`config.mk`:
```
export PLATFORM = sky130hd
export DESIGN_NAME = flexbex_efpga_bridge
export DESIGN_NICKNAME = d
export VERILOG_FILES = /design/src/rtl/flexbex_efpga_bridge.sv
export SDC_FILE = /design/constraint.sdc
export NUM_CORES = 1
export LEC_CHECK = 0
export CAP_MARGIN = 15
export CORE_UTILIZATION = 40
export CTS_CLUSTER_DIAMETER = 40
export DETAILED_ROUTE_END_ITERATION = 12
export PLACE_DENSITY = 0.79
export RECOVER_POWER = 100
export SKIP_LAST_GASP = 1
export SYNTH_ARGS = -nofsm -noshare
export SYNTH_HDL_FRONTEND = slang
export SYNTH_SLANG_ARGS = --single-unit
```
`constraint.sdc`:
```
create_clock -name clk -period 2.5 [get_ports clk]
set_input_delay 0.25 -clock clk [delete_from_list [all_inputs] [get_ports clk]]
set_output_delay 0.25 -clock clk [all_outputs]
set_load 0.005 [all_outputs]
```
`src/rtl/flexbex_efpga_bridge.sv`:
```
// Sequencing bridge between the EX stage and the eFPGA fabric: captures operands,
// pulses start, then waits for fabric done or a programmable timeout and holds results.
module flexbex_efpga_bridge #(
  parameter int TIMEOUT_W = 8
) (
  input  logic                 clk,
  input  logic                 rst_n,
  input  logic                 write_strobe_i,
  input  logic [1:0]           operator_i,
  input  logic [31:0]          operand_a_i,
  input  logic [31:0]          operand_b_i,
  input  logic [TIMEOUT_W-1:0] timeout_cycles_i,
  output logic [1:0]           fpga_operator_o,
  output logic [31:0]          fpga_op_a_o,
  output logic [31:0]          fpga_op_b_o,
  output logic                 fpga_start_o,
  input  logic                 fpga_done_i,
  input  logic [31:0]          fpga_res_a_i,
  input  logic [31:0]          fpga_res_b_i,
  input  logic [31:0]          fpga_res_c_i,
  output logic [31:0]          result_a_o,
  output logic [31:0]          result_b_o,
  output logic [31:0]          result_c_o,
  output logic                 done_o,
  output logic                 busy_o,
  output logic                 timeout_o,
  output logic                 overrun_o
);

  // state  | meaning
  // IDLE   | no operation, waiting for a write strobe
  // LAUNCH | operands captured, start pulse to the fabric
  // WAIT   | counting cycles until fabric done or timeout
  // DONE   | results and timeout flag held for the EX stage
  typedef enum logic [1:0] {
    S_IDLE   = 2'd0,
    S_LAUNCH = 2'd1,
    S_WAIT   = 2'd2,
    S_DONE   = 2'd3
  } state_t;

  state_t               state_q, state_d;
  logic [TIMEOUT_W-1:0] cnt_q;
  logic                 capture;
  logic                 latch_res;
  logic                 latch_to;
  logic                 to_hit;

  assign to_hit = (timeout_cycles_i != '0) &&
                  (cnt_q == timeout_cycles_i - TIMEOUT_W'(1));

  always_ff @(posedge clk) begin
    if (!rst_n) state_q <= S_IDLE;
    else        state_q <= state_d;
  end

  always_comb begin
    state_d   = state_q;
    capture   = 1'b0;
    latch_res = 1'b0;
    latch_to  = 1'b0;
    case (state_q)
      S_IDLE: begin
        if (write_strobe_i) begin
          capture = 1'b1;
          state_d = S_LAUNCH;
        end
      end
      S_LAUNCH: state_d = S_WAIT;
      S_WAIT: begin
        // fabric done takes priority over a timeout in the same cycle
        if (fpga_done_i) begin
          latch_res = 1'b1;
          state_d   = S_DONE;
        end else if (to_hit) begin
          latch_to = 1'b1;
          state_d  = S_DONE;
        end
      end
      S_DONE: begin
        if (write_strobe_i) begin
          capture = 1'b1;
          state_d = S_LAUNCH;
        end
      end
      default: state_d = S_IDLE;
    endcase
  end

  always_ff @(posedge clk) begin
    if (!rst_n) begin
      cnt_q           <= '0;
      fpga_operator_o <= '0;
      fpga_op_a_o     <= '0;
      fpga_op_b_o     <= '0;
      result_a_o      <= '0;
      result_b_o      <= '0;
      result_c_o      <= '0;
      timeout_o       <= 1'b0;
      overrun_o       <= 1'b0;
    end else begin
      if (capture) begin
        fpga_operator_o <= operator_i;
        fpga_op_a_o     <= operand_a_i;
        fpga_op_b_o     <= operand_b_i;
      end
      if (state_q == S_LAUNCH) begin
        cnt_q     <= '0;
        timeout_o <= 1'b0;
      end else if (state_q == S_WAIT && !fpga_done_i && cnt_q != '1) begin
        cnt_q <= cnt_q + TIMEOUT_W'(1);
      end
      if (latch_res) begin
        result_a_o <= fpga_res_a_i;
        result_b_o <= fpga_res_b_i;
        result_c_o <= fpga_res_c_i;
        timeout_o  <= 1'b0;
      end else if (latch_to) begin
        result_a_o <= '1;
        result_b_o <= '1;
        result_c_o <= '1;
        timeout_o  <= 1'b1;
      end
      if (write_strobe_i && (state_q == S_LAUNCH || state_q == S_WAIT))
        overrun_o <= 1'b1;
    end
  end

  // decoded straight from the state register, so no input reaches these combinationally
  assign fpga_start_o = (state_q == S_LAUNCH);
  assign busy_o       = (state_q == S_LAUNCH) || (state_q == S_WAIT);
  assign done_o       = (state_q == S_DONE);

endmodule

```
==> impl_metrics.py <==
metrics = {
    "route": {
        "drt.antenna.violating_nets": 0,
        "drt_via_density": 4.83,
        "drt-initial-drc-count": 233,
        "avgRoutedWirePerCell_um": 15.7,
        "dr_total_vias": 6146,
        "drc_errors": 0,
        "drt_first_pass_iters": 4,
        "postRouteWirelength_um": 20000,
    },
    "synth": {
        "yosys_warnings": 0,
        "largest_family_of_logic_cells_by_synthesized_area": "compound AO/OA/AOI/OAI gates",
        "syn_nets": 892,
        "synth.distinct_cells": 37,
        "synthSimpleGateAreaFrac": 0.106,
        "ys_ff_latch": 174,
        "postSynthCellCount": 712,
        "yosysSeqAreaShare": 0.496,
        "xor_xnor_portion_of_the_synthesized_cell_area": 0.0187,
        "synthFlopType": "sky130_fd_sc_hd__dfxtp_1",
        "synth_compound_area_frac": 0.192,
        "synth-adder-area-share": 0.0107,
        "post_synth_instance_area_mm2": 0.00702,
        "synth.area.mux_share": 0.140,
        "synth_enable_flop_cells": 0,
        "synthArstFlopShare": 0,
        "avgSynthCellArea_um2": 9.86,
    },
    "timing": {
        "count_of_pins_over_their_slew_limit": 0,
        "setup_ws_ps": 242,
        "unrepaired_setup_endpoints_after_global_routing": "false",
        "final-hold-violation-count": 0,
        "fin_crit_period_ps": 2260,
        "setup_viol": 0,
        "setup_skew_ps": 9.95,
        "min_period_over_period": 0.903,
        "maxClockFrequency_mhz": 443,
        "fin_setup_tns_ps": 0,
        "slew_headroom": 0.588,
        "worst_pin_slew_ps": 618,
    },
    "cts": {
        "insertion_delay_ps": 420,
        "tritoncts": "yes",
        "clock_sinks": 174,
        "numCtsBuffers": 17,
        "clk_root_buffer_cell": "sky130_fd_sc_hd__clkbuf_16",
        "clock_tree.htree_level_count": 4,
        "ctsResizeCount": 0,
        "clkTransAtPathRegs_ps": 60,
        "cts-root-to-sink-buffers": 2,
        "ctsHoldBuffers": 0,
        "cts_setup_buffers": 0,
    },
    "placed_design": {
        "dp_slack_ps": -123,
        "gpl.final_weighted_congestion": 0.763,
        "port-buffer-count": 340,
        "hpwlAfterDp_um": 14300,
    },
    "global_routing": {
        "first_global_vias": 6086,
        "pin_count_of_the_biggest_net_entering_global_routing": 95,
        "grt_overflow": 0,
        "grt_antenna_before_repair": 0,
        "track_usage": 0.223,
        "grt_first_pass_wirelength_um": 31500,
    },
    "pwr": {
        "totalPowerFinal_w": 0.00851,
        "power.switching_fraction": 0.294,
        "clock_power_share": 0.300,
        "switchingPower_w": 0.00250,
        "pwrdens_mw_per_mm2": 754,
        "internal_power_w": 0.00601,
        "p_leak_nw": 5.20,
        "irDropWorstVdd_uv": 465,
        "power.combinational.fraction": 0.301,
        "power_frac_seq": 0.399,
    },
    "worst_setup_path": {
        "worst_ep_arrival_time_ps": 2010,
        "timing.critical_path.to_type": "primary output",
        "crit_path_max_fanout": 5,
        "cp-start-kind": "flip-flop",
        "worstPathRequired_ps": 2250,
        "worstSetupPathType": "flip-flop to primary output",
    },
    "finish": {
        "layout-area-overhead-vs-synth_pct": 60.8,
        "number_of_fill_cells_in_the_layout": 1427,
        "layout-drive-gt1-share": 0.0534,
        "seq_area_mm2": 0.00348,
        "layout.cells.most_common_list": "174 x sky130_fd_sc_hd__dfxtp_1, 172 x sky130_fd_sc_hd__clkdlybuf4s50_1, 167 x sky130_fd_sc_hd__dlygate4sd3_1",
        "mostFrequentLayoutCell": "sky130_fd_sc_hd__dfxtp_1",
        "area_of_the_multi_input_gates_mm2": 0.00330,
        "final_nets": 1216,
        "antenna_cells_inserted": 0,
    },
    "die": {
        "die_h_um": 135,
        "initial_utilization": 0.407,
        "core_area_mm2": 0.0172,
        "ios": 341,
        "die_area_mm2": 0.0181,
        "die_w_um": 135,
        "floorplan.rows": 48,
    },
    "outcome": {
        "status": "complete, no violations",
    },
    "run": {
        "max_cap_viol_count": 0,
    },
    "worst_hold_path": {
        "worstHoldPathType": "primary input to flip-flop",
    },
}
[power groups by stage]
stage | clock network (W) | logic (W) | registers [W]
after floorplan | 0 | 0.00118 | 0.00350
after global placement | 0 | 0.00272 | 0.00346
after detailed placement | 0 | 0.00275 | 0.00348
after CTS | 0.00261 | 0.00277 | 0.00342
after global routing | 0.00274 | 0.00280 | 0.00345
final | 0.00255 | 0.00256 | 0.00340
[layer usage]
layer	wire, um	global-route usage
met3	1600	0.0815
met5	0	0
met2	9700	0.378
met1	8170	0.252
met4	569	0.0961
[metrics by stage]
| step | std cells | util | cell area, um^2 | hold WS [ps] |
|---|---|---|---|---|
| 2_1_floorplan | 712 | - | 7020 | 395 |
| 3_3_place_gp | 1242 | 0.623 | 10700 | 449 |
| 3_5_place_dp | 1242 | 0.623 | 10700 | 455 |
| 4_1_cts | 1273 | 0.656 | 11300 | 285 |
| 5_1_grt | 1273 | 0.655 | 11300 | 294 |
| 6_report | 1273 | 0.655 | 11300 | 292 |
[critical path, stage by stage, from the launching register on]
cell                            delay (ps)
sky130_fd_sc_hd__dfxtp_1               410
sky130_fd_sc_hd__inv_1                  70
sky130_fd_sc_hd__ha_1                  330
sky130_fd_sc_hd__inv_1                 170
sky130_fd_sc_hd__dlygate4sd3_1         620
[state kept, by name (all words and copies together), names as in the netlist]
register and count:
result_c_o 32, overrun_o 1, state_q 2, result_a_o 32
cnt_q 8, fpga_op_a_o 32, fpga_op_b_o 32, result_b_o 32
timeout_o 1, fpga_operator_o 2
[final cells by class]
type                    instances  area share
repair buffers                361       0.322
clock buffers                  20      0.0405
clock inverters                11     0.00964
flip-flops and latches        174       0.309
well taps                     225      0.0249
inverters                       6     0.00199
multi-input cells             476       0.292
[logic make-up (layout without fill, tap and decap cells)]
logic type               after synthesis  after routing
XOR/XNOR                              15             15
AO/OA/AOI/OAI                        180            180
buffers and inverters                 62            398
flip-flops                           174            174
multiplexers                          98             98
adder cells (fa/ha/maj)                6              6
AND/OR/NAND/NOR                      177            177
[final timing paths]
path	from	to	slack [ps]	cells after the start
min	rst_n	fpga_op_b_o[21]	290	2
max reg2reg	state_q[0]	fpga_op_b_o[26]	340	7
min reg2reg	fpga_op_a_o[21]	fpga_op_a_o[21]	460	2
max	state_q[0]	busy_o	240	4
[synth_stat cells, types with 3 or more instances]
| cell type | instances | area, um^2 |
|---|---|---|
| sky130_fd_sc_hd__a21boi_0 | 127 | 953 |
| sky130_fd_sc_hd__a21boi_1 | 36 | 270 |
| sky130_fd_sc_hd__a21oi_1 | 4 | 20.0 |
| sky130_fd_sc_hd__buf_1 | 5 | 18.8 |
| sky130_fd_sc_hd__buf_6 | 3 | 33.8 |
| sky130_fd_sc_hd__clkbuf_1 | 47 | 176 |
| sky130_fd_sc_hd__dfxtp_1 | 174 | 3480 |
| sky130_fd_sc_hd__ha_1 | 6 | 75.1 |
| sky130_fd_sc_hd__inv_1 | 6 | 22.5 |
| sky130_fd_sc_hd__mux2i_1 | 98 | 981 |
| sky130_fd_sc_hd__nand2_1 | 141 | 529 |
| sky130_fd_sc_hd__nand2b_1 | 6 | 37.5 |
| sky130_fd_sc_hd__nand4_1 | 3 | 18.8 |
| sky130_fd_sc_hd__nor2_1 | 11 | 41.3 |
| sky130_fd_sc_hd__nor2b_1 | 3 | 18.8 |
| sky130_fd_sc_hd__o211ai_1 | 4 | 30.0 |
| sky130_fd_sc_hd__xnor2_1 | 7 | 61.3 |
| sky130_fd_sc_hd__xor2_1 | 8 | 70.1 |
No activity file was read; power rests on OpenSTA's default activity.
